## config.mk

```make
export PLATFORM = sky130hd
export DESIGN_NAME = spi_xfer_engine
export DESIGN_NICKNAME = d
export VERILOG_FILES = /design/src/rtl/spi_pkg.sv /design/src/rtl/spi_sclk_gen.sv /design/src/rtl/spi_xfer_engine.sv
export SDC_FILE = /design/constraint.sdc
export NUM_CORES = 1
export LEC_CHECK = 0
export CORE_MARGIN = 3
export CORE_UTILIZATION = 30
export DETAILED_ROUTE_END_ITERATION = 8
export REMOVE_ABC_BUFFERS = 1
export SYNTH_ARGS = -nofsm -noshare
export SYNTH_HDL_FRONTEND = slang
export SYNTH_SLANG_ARGS = --single-unit
```

## constraint.sdc

```tcl
create_clock -name clk_i -period 4.1 [get_ports clk_i]
set_clock_uncertainty 0.15 [all_clocks]
set_input_delay 0.82 -clock clk_i [delete_from_list [all_inputs] [get_ports clk_i]]
set_output_delay 0.82 -clock clk_i [all_outputs]
set_load 0.01 [all_outputs]
```

## src/rtl/spi_pkg.sv

```systemverilog
// Shared types for the SPI transfer engine: FSM states and SPI mode encoding.
package spi_pkg;

    typedef enum logic [2:0] {
        S_IDLE,
        S_LOAD,
        S_SHIFT,
        S_PUSH,
        S_HOLD
    } state_t;

    typedef logic [1:0] spi_mode_t;

    localparam int MODE_CPHA = 0;
    localparam int MODE_CPOL = 1;

    function automatic spi_mode_t spi_mode(input logic cpol, input logic cpha);
        return {cpol, cpha};
    endfunction

endpackage

```

## src/rtl/spi_sclk_gen.sv

```systemverilog
// SCLK divider: one tick every clk_div_i+1 cycles, split into lead/trail
// edge pulses while shifting.
module spi_sclk_gen
    import spi_pkg::*;
#(
    parameter int DIV_WIDTH = 8
) (
    input  logic                 clk_i,
    input  logic                 rstn_i,
    input  logic [DIV_WIDTH-1:0] clk_div_i,
    input  logic                 shift_en,
    input  logic                 hold_en,
    output logic                 tick,
    output logic                 lead,
    output logic                 trail
);

    logic [DIV_WIDTH-1:0] cnt;
    logic                 phase;
    logic                 run;

    assign run   = shift_en | hold_en;
    assign tick  = run && (cnt == clk_div_i);
    assign lead  = tick & shift_en & ~phase;
    assign trail = tick & shift_en & phase;

    always_ff @(posedge clk_i or negedge rstn_i) begin
        if (!rstn_i) begin
            cnt   <= '0;
            phase <= 1'b0;
        end else begin
            if (!run || tick) begin
                cnt <= '0;
            end else begin
                cnt <= cnt + 1'b1;
            end
            // phase 0 = next edge leaves idle level, 1 = returns to it
            if (!shift_en) begin
                phase <= 1'b0;
            end else if (tick) begin
                phase <= ~phase;
            end
        end
    end

endmodule

```

## src/rtl/spi_xfer_engine.sv

```systemverilog
// SPI master frame engine between a TX FIFO and an RX FIFO.
// Optional SPI_XFER_LOOPBACK_EN adds loopback_i (sample mosi_o instead of miso_i).
module spi_xfer_engine
    import spi_pkg::*;
#(
    parameter int DATA_WIDTH = 8,
    parameter int DIV_WIDTH  = 8
) (
    input  logic                  clk_i,
    input  logic                  rstn_i,
    input  logic                  enable_i,
    input  logic                  cpol_i,
    input  logic                  cpha_i,
    input  logic [DIV_WIDTH-1:0]  clk_div_i,
    input  logic                  tx_empty_i,
    input  logic [DATA_WIDTH-1:0] tx_rdata_i,
    output logic                  tx_rd_o,
    input  logic                  rx_full_i,
    output logic                  rx_wr_o,
    output logic [DATA_WIDTH-1:0] rx_wdata_o,
    output logic                  sclk_o,
    output logic                  mosi_o,
    input  logic                  miso_i,
`ifdef SPI_XFER_LOOPBACK_EN
    input  logic                  loopback_i,
`endif
    output logic                  csn_o,
    output logic                  busy_o
);

    localparam int CW = $clog2(DATA_WIDTH + 1);
    localparam logic [CW-1:0] NBITS = CW'(DATA_WIDTH);

    state_t                state;
    spi_mode_t             mode_q;
    logic [DATA_WIDTH-1:0] tx_sr;
    logic [DATA_WIDTH-1:0] rx_sr;
    logic [CW-1:0]         bitcnt;
    logic                  tick;
    logic                  lead;
    logic                  trail;
    logic                  sdi;
    logic                  cpha;
    logic                  next_ok;

    assign cpha    = mode_q[MODE_CPHA];
    assign next_ok = enable_i & ~tx_empty_i;
    assign mosi_o  = tx_sr[DATA_WIDTH-1];
    assign busy_o  = (state != S_IDLE);

`ifdef SPI_XFER_LOOPBACK_EN
    assign sdi = loopback_i ? mosi_o : miso_i;
`else
    assign sdi = miso_i;
`endif

    spi_sclk_gen #(
        .DIV_WIDTH(DIV_WIDTH)
    ) u_sclk (
        .clk_i    (clk_i),
        .rstn_i   (rstn_i),
        .clk_div_i(clk_div_i),
        .shift_en (state == S_SHIFT),
        .hold_en  (state == S_HOLD),
        .tick     (tick),
        .lead     (lead),
        .trail    (trail)
    );

    always_ff @(posedge clk_i or negedge rstn_i) begin
        if (!rstn_i) begin
            state      <= S_IDLE;
            mode_q     <= '0;
            sclk_o     <= 1'b0;
            csn_o      <= 1'b1;
            tx_sr      <= '0;
            rx_sr      <= '0;
            bitcnt     <= '0;
            tx_rd_o    <= 1'b0;
            rx_wr_o    <= 1'b0;
            rx_wdata_o <= '0;
        end else begin
            tx_rd_o <= 1'b0;
            rx_wr_o <= 1'b0;
            unique case (state)
                S_IDLE: begin
                    mode_q <= spi_mode(cpol_i, cpha_i);
                    sclk_o <= cpol_i;
                    if (next_ok) begin
                        csn_o   <= 1'b0;
                        tx_rd_o <= 1'b1;
                        state   <= S_LOAD;
                    end
                end
                S_LOAD: begin
                    tx_sr  <= tx_rdata_i;
                    rx_sr  <= '0;
                    bitcnt <= NBITS;
                    state  <= S_SHIFT;
                end
                S_SHIFT: begin
                    if (lead) begin
                        sclk_o <= ~sclk_o;
                        if (!cpha) begin
                            rx_sr <= {rx_sr[DATA_WIDTH-2:0], sdi};
                        end else if (bitcnt != NBITS) begin
                            // CPHA=1: MSB is already on mosi for the first lead edge
                            tx_sr <= {tx_sr[DATA_WIDTH-2:0], 1'b0};
                        end
                    end else if (trail) begin
                        sclk_o <= ~sclk_o;
                        bitcnt <= bitcnt - CW'(1);
                        if (cpha) begin
                            rx_sr <= {rx_sr[DATA_WIDTH-2:0], sdi};
                        end else begin
                            tx_sr <= {tx_sr[DATA_WIDTH-2:0], 1'b0};
                        end
                        if (bitcnt == CW'(1)) begin
                            state <= S_PUSH;
                        end
                    end
                end
                S_PUSH: begin
                    sclk_o <= mode_q[MODE_CPOL];
                    if (!rx_full_i) begin
                        rx_wr_o    <= 1'b1;
                        rx_wdata_o <= rx_sr;
                        if (next_ok) begin
                            tx_rd_o <= 1'b1;
                            state   <= S_LOAD;
                        end else begin
                            state <= S_HOLD;
                        end
                    end
                end
                S_HOLD: begin
                    if (tick) begin
                        csn_o <= 1'b1;
                        state <= S_IDLE;
                    end
                end
                default: state <= S_IDLE;
            endcase
        end
    end

endmodule
```

Yosys cells after proc, flatten, opt, wreduce, memory -nomap -nowiden

Index checks and enable logic that the tools add are counted.
Widths: inputs -> output; s select.

$add $sub $neg: 2
Eq/ne operators: 20
Mux-type cells: 36
Bitwise gates (word level): 9
Reduce and logical (&&, ||, !) cells: 15

Operators by type and width:

| kind                | number |
|---|---|
| $mux 8              | 10 |
| $pmux 8 s2          | 2 |
| $mux 3              | 7 |
| $ne 3x3->1 const B  | 6 |
| $pmux 3 s5          | 1 |
| $ne 2x2->1 const B  | 7 |
| $mux 1              | 10 |
| $add 8x1->8 const B | 1 |
| $eq 8x8->1          | 1 |
| $mux 4              | 2 |
| $pmux 4 s2          | 1 |
| $eq 3x2->1 const B  | 2 |
| $reduce_and 3->1    | 2 |
| $reduce_and 6->1    | 1 |
| $reduce_bool 3->1   | 2 |
| $reduce_and 5->1    | 1 |
| $and 1x1->1         | 4 |
| $eq 4x1->1 const B  | 1 |
| $ne 4x4->1 const B  | 1 |
| $not 1->1           | 4 |
| $pmux 1 s2          | 2 |
| $reduce_and 2->1    | 2 |
| $reduce_and 4->1    | 1 |
| $reduce_bool 2->1   | 2 |
| other kinds (9)     | 9 |

Flip-flop bits (word level): 46
Logic and storage cells: 94

Depth between registers and ports, before layout

Gate-level depths: netlist (run 1).

Word-level depth: 8
Mapped depth: 8

Hierarchy

A second synthesis (run 1) with hierarchy kept.

Cells, all modules: 210
Area total of the unflattened synthesis: 2268.4 µm²

By module, submodules not included:

| module          | instances | cells an instance | area each (µm²) | sequential area each (µm²) |
|---|---|---|---|---|
| spi_xfer_engine | 1         | 160               | 1745.4          | 927.1 |
| spi_sclk_gen    | 1         | 50                | 523.0           | 225.2 |

Worst setup path after synthesis (run 1)

No wires, ideal clock.

Path type: in2reg
From: in clk_div_i[6]
To: reg tx_sr[1]
Arrival time: 1.901 ns
Data required time: 3.825 ns
Slack: 1.924 ns
Cell stages on the path: 6
Path buffers: 1
Cell sequence: xnor2_1 -> nand4_1 -> nor3_1 -> o21a_1 -> buf_6 -> mux2_4

Word-level cells in the longest chain between the ends: 6
Elaborated cells between the ends (all ways): 12
Classes of those cells: 5 x eq/ne; 2 x mux; 3 x bitwise; 2 x reduce/logical

RTL lines:

| what                                                            | line                                   | source |
|---|---|---|
| start: declaration                                              | spi_xfer_engine.sv:14                  | `input logic [DIV_WIDTH-1:0] clk_div_i,` |
| $eq 8x8->1 (*)                                                  | spi_sclk_gen.sv:23                     | `assign tick = run && (cnt == clk_div_i);` |
| $logic_and 1x1->1 (*)                                           | spi_sclk_gen.sv:23                     |  |
| $and 1x1->1 (*)                                                 | spi_sclk_gen.sv:24, spi_sclk_gen.sv:25 |  |
| $and 1x1->1, on equally long branches                           | spi_sclk_gen.sv:24, spi_sclk_gen.sv:25 |  |
| $ne 3x3->1 (no source line) or $mux 8 (tied branches)           | --                                     |  |
| $reduce_and 5->1 (no source line) or $pmux 8 s2 (tied branches) | --                                     |  |
| end signal: assignment                                          | spi_xfer_engine.sv:96                  | `tx_sr <= tx_rdata_i;` |
| end signal: assignment                                          | spi_xfer_engine.sv:108                 | `tx_sr <= {tx_sr[DATA_WIDTH-2:0], 1'b0};` |
| end signal: assignment                                          | spi_xfer_engine.sv:116                 | `tx_sr <= {tx_sr[DATA_WIDTH-2:0], 1'b0};` |
| end: declaration                                                | spi_xfer_engine.sv:36                  | `logic [DATA_WIDTH-1:0] tx_sr;` |

Every way passes the cells marked *; elsewhere a longest branch is shown, timed or not.
A chain may end at the register's enable or synchronous reset.

Worst setup path in the final report (run 1)

From: reg state[0]
To: out busy_o

Word-level cells in the longest chain between the ends: 1

RTL lines:

| what                     | line                  | source |
|---|---|---|
| start: declaration       | spi_xfer_engine.sv:34 | `state_t state;` |
| start signal: assignment | spi_xfer_engine.sv:72 | `state <= S_IDLE;` |
| start signal: assignment | spi_xfer_engine.sv:92 | `state <= S_LOAD;` |
| start signal: assignment | spi_xfer_engine.sv:99 | `state <= S_SHIFT;` |
| $reduce_bool 3->1        | spi_xfer_engine.sv:49 | `assign busy_o = (state != S_IDLE);` |
| end: declaration         | spi_xfer_engine.sv:28 | `output logic busy_o` |

Every way passes these cells.

==> results.yml, run 1 <==
run_status:
  outcome: "finished, final reports clean"
floorplanning:
  die_area_mm2: 0.00859
  core_area_mm2: 0.00702
  start_util_pct: 32.1
  rows: 30
  fp.dieH_um: 92.7
  die-width_um: 92.7
  ios: 38
sta:
  setup_viol: 0
  fmax_mhz: 331
  worst_slew_pin_slew_ns: 1.03
  drv_slew: 0
  fin_crit_ns: 3.02
  setup_slack_ns: 1.08
  report.final.hold_viol_count: 0
  period_share_pct: 73.7
  finalSetupTns_ns: 0
  rsz0062_at_grt: "no"
  relSlewSlack_pct: 31.6
cts:
  cts.clk_slew.worst_paths_ns: 0.08
  cts_tree: "yes"
  ctsHoldBuffers: 0
  cts_buffers: 5
  cts_resized: 0
  h-tree-depth: 2
  root_buffer: "clkbuf_8"
  cts.path.max_buffers: 2
  clk_latency_ns: 0.29
  clock_sink_count: 46
  post_cts_buffers: 0
logic_synthesis:
  synth_top_cell_by_area: "dfrtp_1"
  ys_seq_area_share_pct: 51.1
  syn-instance-count: 210
  netlist_top_cells_area: "dfrtp_1 50%, xnor2_1 5.8%, nand2_1 5.3%"
  synth-edff-count: 0
  synth_top_area_share_pct: 50.0
  yosysWarnings: 0
  synth_cell_types: 41
  netlist_area_mm2: 0.00225
  ys_ff_latch: 46
  syn_avg_cell_area_um2: 10.7
  synthArstFlopShare_pct: 100
  synth_ff_type: "dfrtp_1"
setup_path:
  arrival_ns: 2.05
  r2r_slack_ns: 1.87
  path_max_fanout: 14
  cp-start-kind: "register"
  ff2ff_path_depth: 3
  crit_chain: "nor3_1 > inv_1 > clkdlybuf4s50_1"
  path_class: "register to output pin"
  cp.required_ns: 3.13
  r2r-start: "state[1]$_DFFE_PN0P_"
  r2r_end: "tx_sr[4]$_DFFE_PN0P_"
  slowest_delay_ns: 0.63
  end_kind: "output pin"
  cp_slowest_cell: "nor3_1"
cells_and_area:
  antenna_cells: 0
  nNetsFinal: 271
  syn_to_final_growth_pct: 24.4
  mostFrequentLayoutCells: "45 x dfrtp_1, 36 x clkdlybuf4s50_1, 32 x nand2_1"
  final_common_cell: "dfrtp_1"
  drive_above_1_share_pct: 12.7
  final_core_util_pct: 39.9
detailed_routing:
  via_count: 1624
  drt_iter0_markers: 87
  drcViolationCount: 0
  routed_wl_um: 4470
  firstDrtPassIters: 4
  wire_per_inst_um: 13.2
  ant_nets: 0
  via_per_inst: 4.78
placed_design:
  gp_congestion: 0.830
  pre_cts_slack_ns: 1.07
  hpwl_um: 3090
  io_buffers: 37
min_path:
  hold_class: "register to register"
  hold_path_end: "u_sclk.cnt[0]$_DFF_PN0_"
  hold_start: "u_sclk.cnt[0]$_DFF_PN0_"
  hold_depth: 1
job:
  drv_cap: 0
global_route:
  antenna_found_initial: 0
  grtUsageTotal_pct: 11.0
  grt_pass1_wl_um: 7640
  grt_start_max_net_pins: 47
  grt-ovfl-total: 0
  grt_pass1_vias: 1626
power_and_ir_drop:
  pwr-share-clk_pct: 22.1
  p_leak_nw: 1.23
  ir_worst_vdd_uv: 168
  power.switching_mw: 0.504
  internal-power_mw: 1.03
  power.share.sequential_pct: 40.9
  switching_share_pct: 32.9
  p_per_area_mw_per_mm2: 546
  p_comb_share_pct: 37.0
[power groups by stage]
stage	logic, mW	registers, mW	clock network [mW]
final	0.566	0.626	0.339
after global routing	0.635	0.642	0.376
after CTS	0.575	0.627	0.357
after detailed placement	0.570	0.636	0
after global placement	0.570	0.634	0
after floorplan	0.402	0.619	0
[sequential cells by signal (all words and copies together) (netlist names)]
register and cells:
tx_sr 8, u_sclk.phase 1, tx_rd_o 1, mode_q 2, rx_wdata_o 8, sclk_o 1
csn_o 1, u_sclk.cnt 8, state 3, bitcnt 4, rx_wr_o 1, rx_sr 8
[cell families after synthesis]
kind of cell    count (synthesis)  synth area share [%]
flops                          46                  51.1
compound gates                 31                  10.8
buf+inv                        20                  4.33
xor+xnor                       17                  6.61
simple gates                   75                  15.3
mux                            18                  10.1
fa+ha+maj                       3                  1.67
[Yosys cell counts, types with 4 or more instances]
library cell,number
dfrtp_1,45
nand2_1,32
nor2_1,18
xnor2_1,15
mux2_2,10
a32o_1,8
inv_1,7
mux2_4,7
buf_2,6
a21oi_1,5
clkbuf_1,5
nand3_1,4
nand3b_1,4
nor3_1,4
[through the flow]
step / hold slack, ns / area, um^2 / cells / total power, mW
floorplan: 0.317 / 2180 / 197 / 1.02
global placement: 0.343 / 2690 / 333 / 1.20
detailed placement: 0.346 / 2690 / 333 / 1.21
CTS: 0.366 / 2800 / 340 / 1.56
global route: 0.382 / 2800 / 340 / 1.65
finish: 0.354 / 2800 / 340 / 1.53
[how the worst max path moves through the flow]
| stage | cells after the start | to | slack [ns] | from |
|---|---|---|---|---|
| 4_1_cts | 3 | busy_o | 1.04 | state[0]$_DFFE_PN0P_ |
| 6_report | 3 | busy_o | 1.08 | state[0]$_DFFE_PN0P_ |
| 5_1_grt | 3 | busy_o | 0.89 | state[0]$_DFFE_PN0P_ |
| 2_1_floorplan | 5 | rx_sr[0]$_DFFE_PN0P_ | 1.61 | clk_div_i[6] |
| 3_5_place_dp | 6 | tx_sr[4]$_DFFE_PN0P_ | 1.07 | clk_div_i[2] |
| 3_3_place_gp | 6 | tx_sr[3]$_DFFE_PN0P_ | 1.06 | clk_div_i[0] |
[per-layer routing]
| layer | vias to the layer above | global-route usage [%] | routed length, um |
|---|---|---|---|
| li1 | 797 | - | - |
| met1 | 774 | 14.3 | 2110 |
| met2 | 43 | 17.3 | 2030 |
| met3 | 10 | 3.09 | 254 |
| met4 | 0 | 4.52 | 80 |
| met5 | - | 0 | 0 |
[worst max-delay path, delay by kind of cell (launching register included)]
family                 cells  cell delay, ns
AND/OR/NAND/NOR            1            0.63
buffers and inverters      2            0.58
flip-flops                 1            0.55
[final cells by class]
class / count / area (um^2)
clock buffer: 6 / 82.6
sequential: 46 / 1150
clock inverter: 1 / 30.0
timing repair buffer: 40 / 388
inverter: 7 / 26.3
tap: 96 / 120
fill: 714 / 4220
multi-input combinational: 144 / 1000
Note: power is estimated with default switching activity, not from simulation.
==> run 2, diff against run 1 <==
==> constraint.sdc (replaced) <==
create_clock -name clk_i -period 3.1 [get_ports clk_i]
set_clock_uncertainty 0.15 [all_clocks]
set_input_delay 0.62 -clock clk_i [delete_from_list [all_inputs] [get_ports clk_i]]
set_output_delay 0.62 -clock clk_i [all_outputs]
set_load 0.01 [all_outputs]
==> results.yml, run 2 (synthesized netlist as in run 1, its figures left out) <==
run_status:
  outcome: "finished, final reports clean"
power_and_ir_drop:
  p_per_area_mw_per_mm2: 698
  ir_worst_vdd_uv: 201
  p_leak_nw: 1.24
  pwr-share-clk_pct: 18.9
  p_comb_share_pct: 39.1
  internal-power_mw: 1.29
  power.switching_mw: 0.668
  power.share.sequential_pct: 42.0
  switching_share_pct: 34.0
  total_power_mw: 1.96
detailed_routing:
  top_layer: "met3"
  via_per_inst: 4.70
  drt_iter0_markers: 76
  wl_met1_um: 2240
  via_count: 1620
  firstDrtPassIters: 4
  route.met3.wl_um: 180
  drcViolationCount: 0
  ant_nets: 0
  wire_per_inst_um: 13.0
  routed_wl_um: 4490
  dr_wl_met2_um: 2070
cts:
  cts.path.max_buffers: 2
  cts_tree: "yes"
  cts_buffers: 5
  root_buffer: "clkbuf_8"
  cts_resized: 0
  ctsHoldBuffers: 0
  post_cts_buffers: 0
  clk_latency_ns: 0.29
  cts.clk_slew.worst_paths_ns: 0.09
  h-tree-depth: 2
  clock_sink_count: 46
floorplanning:
  die_area_mm2: 0.00859
  start_util_pct: 32.1
  core_area_mm2: 0.00702
  ios: 38
  die-width_um: 92.7
  rows: 30
  fp.dieH_um: 92.7
cells_and_area:
  final_common_cell: "dfrtp_1"
  mostFrequentLayoutCells: "45 x dfrtp_1, 36 x clkdlybuf4s50_1, 32 x nand2_1"
  multiInputGateArea_mm2: 0.00100
  antenna_cells: 0
  syn_to_final_growth_pct: 24.8
  drive_above_1_share_pct: 14.1
  regArea_mm2: 0.00115
  nNetsFinal: 275
  fillers: 694
global_route:
  antenna_found_initial: 0
  grt_start_max_net_pins: 25
  grt_pass1_vias: 1638
  grt_pass1_wl_um: 7800
  grt-ovfl-total: 0
  grtUsageTotal_pct: 11.0
setup_path:
  ff2ff_path_depth: 3
  cp-endpoint: "busy_o"
  end_kind: "output pin"
  arrival_ns: 1.70
  r2r-start: "state[1]$_DFFE_PN0P_"
  path_max_fanout: 14
  cp-startpoint: "state[0]$_DFFE_PN0P_"
  cp-start-kind: "register"
  cp.required_ns: 2.33
  path_class: "register to output pin"
  r2r_slack_ns: 0.89
  r2r_end: "tx_sr[5]$_DFFE_PN0P_"
placed_design:
  io_buffers: 37
  gp_congestion: 0.770
  hpwl_um: 3280
sta:
  finalSetupTns_ns: 0
  period_share_pct: 79.8
  fmax_mhz: 404
  report.final.hold_viol_count: 0
  relSlewSlack_pct: 65.0
  fin_crit_ns: 2.47
  drv_slew: 0
  setup_viol: 0
  worst_slew_pin_slew_ns: 0.526
  rsz0062_at_grt: "no"
min_path:
  hold_class: "input port to asynchronous set/reset pin"
job:
  drv_cap: 0
[run 2: changes by cell type in the layout (fill, tap and decap cells not counted), sizes merged]
cell and delta:
bufinv -1, clkinv +1, clkbuf +1, buf +4
[run 2: layout make-up]
cell class | instances | area share (%)
sequential | 46 | 41.0
multi-input combinational | 144 | 35.7
timing repair buffer | 44 | 14.9
tap | 96 | 4.27
clock buffer | 7 | 3.07
inverter | 7 | 0.935
clock inverter | 1 | 0.178
[run 2: worst max-delay path, cell delays in order, from the launching register on]
cell	delay [ns]
dfrtp_1	0.55
nor3_1	0.32
inv_1	0.06
clkdlybuf4s50_1	0.48
[run 2: per-layer routing]
layer	vias to the layer above	track usage [%]
met5	-	0
met4	0	2.08
met3	0	3.17
met2	34	17.6
met1	782	15.1
li1	804	-
[run 2: worst min-delay path by stage]
stage                              start                   endpoint  slack (ns)  cells after the start
3_3_place_gp   rx_wdata_o[0]$_DFFE_PN0P_  rx_wdata_o[0]$_DFFE_PN0P_        0.34                      1
2_1_floorplan                     rstn_i      bitcnt[0]$_DFFE_PN0P_        0.17                      0
6_report                          rstn_i         sclk_o$_DFFE_PN0P_        0.15                      1
4_1_cts                           rstn_i         sclk_o$_DFFE_PN0P_        0.15                      1
3_5_place_dp        tx_sr[3]$_DFFE_PN0P_       tx_sr[3]$_DFFE_PN0P_        0.34                      1
5_1_grt                           rstn_i         sclk_o$_DFFE_PN0P_        0.17                      1
[run 2: through the flow]
stage          setup slack, ns  utilization [%]  std cells  hold slack [ns]  area [um^2]
3_3_place_gp             0.364             38.8        337            0.342         2720
5_1_grt                  0.494             40.1        345            0.171         2810
6_report                 0.626             40.1        345            0.145         2810
3_5_place_dp             0.331             38.8        337            0.343         2720
4_1_cts                  0.594             40.1        345            0.151         2810
2_1_floorplan            0.808                -        197            0.174         2180
[run 2: power groups by stage]
| stage | Combinational, mW | Clock, mW | Sequential (mW) |
|---|---|---|---|
| 6_report | 0.767 | 0.371 | 0.825 |
| 5_1_grt | 0.859 | 0.413 | 0.846 |
| 4_1_cts | 0.775 | 0.390 | 0.826 |
| 3_5_place_dp | 0.771 | 0 | 0.838 |
| 3_3_place_gp | 0.759 | 0 | 0.837 |
| 2_1_floorplan | 0.532 | 0 | 0.819 |
==> run 3, diff against run 2 <==
==> constraint.sdc (replaced) <==
create_clock -name clk_i -period 2.4 [get_ports clk_i]
set_clock_uncertainty 0.15 [all_clocks]
set_input_delay 0.48 -clock clk_i [delete_from_list [all_inputs] [get_ports clk_i]]
set_output_delay 0.48 -clock clk_i [all_outputs]
set_load 0.01 [all_outputs]
==> results.yml, run 3 (synthesized netlist as in run 1, its figures left out) <==
cells_and_area:
  fin_cells: 349
  mostFrequentLayoutCells: "45 x dfrtp_1, 36 x clkdlybuf4s50_1, 32 x nand2_1"
  syn_to_final_growth_pct: 27.5
  fillers: 709
  antenna_cells: 0
  nNetsFinal: 279
  regArea_mm2: 0.00115
  final_area_mm2: 0.00287
  final_core_util_pct: 40.9
  multiInputGateArea_mm2: 0.00100
  drive_above_1_share_pct: 15.4
  final_common_cell: "dfrtp_1"
detailed_routing:
  wire_per_inst_um: 12.9
  firstDrtPassIters: 6
  routed_wl_um: 4520
  via_count: 1651
  via_per_inst: 4.73
  drt_iter0_markers: 92
  ant_nets: 0
  drcViolationCount: 0
cts:
  cts_tree: "yes"
  clock_sink_count: 46
  root_buffer: "clkbuf_8"
  h-tree-depth: 2
  cts.path.max_buffers: 2
  ctsHoldBuffers: 0
  post_cts_buffers: 0
  cts_buffers: 5
  cts_resized: 0
  cts.clk_slew.worst_paths_ns: 0.09
  clk_latency_ns: 0.30
setup_path:
  r2r_slack_ns: 0.33
  end_kind: "output pin"
  ff2ff_path_depth: 6
  r2r_end: "tx_sr[4]$_DFFE_PN0P_"
  cp.required_ns: 1.77
  arrival_ns: 1.65
  cp-start-kind: "register"
  path_class: "register to output pin"
  r2r-start: "u_sclk.cnt[0]$_DFF_PN0_"
  path_max_fanout: 10
floorplanning:
  core_area_mm2: 0.00702
  die_area_mm2: 0.00859
  die-width_um: 92.7
  start_util_pct: 32.1
  rows: 30
  ios: 38
  fp.dieH_um: 92.7
placed_design:
  dp.cells: 341
  io_buffers: 37
  hpwl_um: 3230
  dpl-instance-area_mm2: 0.00276
  gp_congestion: 0.769
  pre_cts_slack_ns: -0.139
job:
  drv_cap: 0
power_and_ir_drop:
  p_per_area_mw_per_mm2: 949
  ir_worst_vdd_uv: 316
  p_leak_nw: 1.27
sta:
  worst_slew_pin_slew_ns: 0.585
  report.final.hold_viol_count: 0
  relSlewSlack_pct: 61.0
  period_share_pct: 95.2
  fin_crit_ns: 2.28
  fin_hold_ws_ns: 0.114
  setup_slack_ns: 0.116
  drv_slew: 0
  fmax_mhz: 438
  rsz0062_at_grt: "no"
  setup_viol: 0
global_route:
  grt_start_max_net_pins: 47
  grt_pass1_vias: 1657
  grt_pass1_wl_um: 7780
  grtUsageTotal_pct: 11.3
  antenna_found_initial: 0
  grt-ovfl-total: 0
min_path:
  hold_class: "input port to asynchronous set/reset pin"
run_status:
  outcome: "finished, final reports clean"
[run 3: changes by cell type in the layout (fill, tap and decap cells not counted), sizes merged]
cell,previous run,this run
buf,8,12
bufinv,0,1
clkbuf,7,6
clkinv,1,0
clkinvlp,0,1
[run 3: per-stage QoR]
stage | setup TNS (ns) | power, mW
floorplan | 0 | 1.74
global placement | -1.23 | 2.17
detailed placement | -1.67 | 2.18
CTS | 0 | 2.76
global route | 0 | 2.92
finish | 0 | 2.73
[run 3: report_power, final]
| part | switching, mW | internal, mW |
|---|---|---|
| clock network | 0.263 | 0.311 |
| registers | 0.129 | 0.920 |
| logic | 0.503 | 0.600 |
[run 3: layout make-up]
cell class              instances  area share (%)
clock buffers                   6            2.53
repair buffers                 48            16.0
flip-flops and latches         46            40.1
inverters                       7           0.915
clock inverters                 2            1.31
well taps                      96            4.18
multi-input cells             144            34.9
[run 3: critical path, cell delays in order, from the launching register on]
cell and delay, ns:
dfrtp_1 0.51, nor3_1 0.31, inv_1 0.06, clkdlybuf4s50_1 0.48
[run 3: worst max-delay path by stage]
stage                                    start              endpoint  depth (start not counted)
final                     state[0]$_DFFE_PN0P_                busy_o                          3
after global routing              clk_div_i[7]  rx_sr[3]$_DFFE_PN0P_                          6
after CTS                 state[0]$_DFFE_PN0P_                busy_o                          3
after detailed placement          clk_div_i[0]  tx_sr[4]$_DFFE_PN0P_                          7
after global placement            clk_div_i[6]  tx_sr[3]$_DFFE_PN0P_                          7
after floorplan                   clk_div_i[6]  rx_sr[0]$_DFFE_PN0P_                          5
[run 3: routing by layer]
layer	vias up	global-route usage, %	wire length (um)
met5	-	0	0
met3	8	2.92	205
met2	33	17.5	2020
met1	801	15.3	2230
met4	0	3.66	63
li1	809	-	-
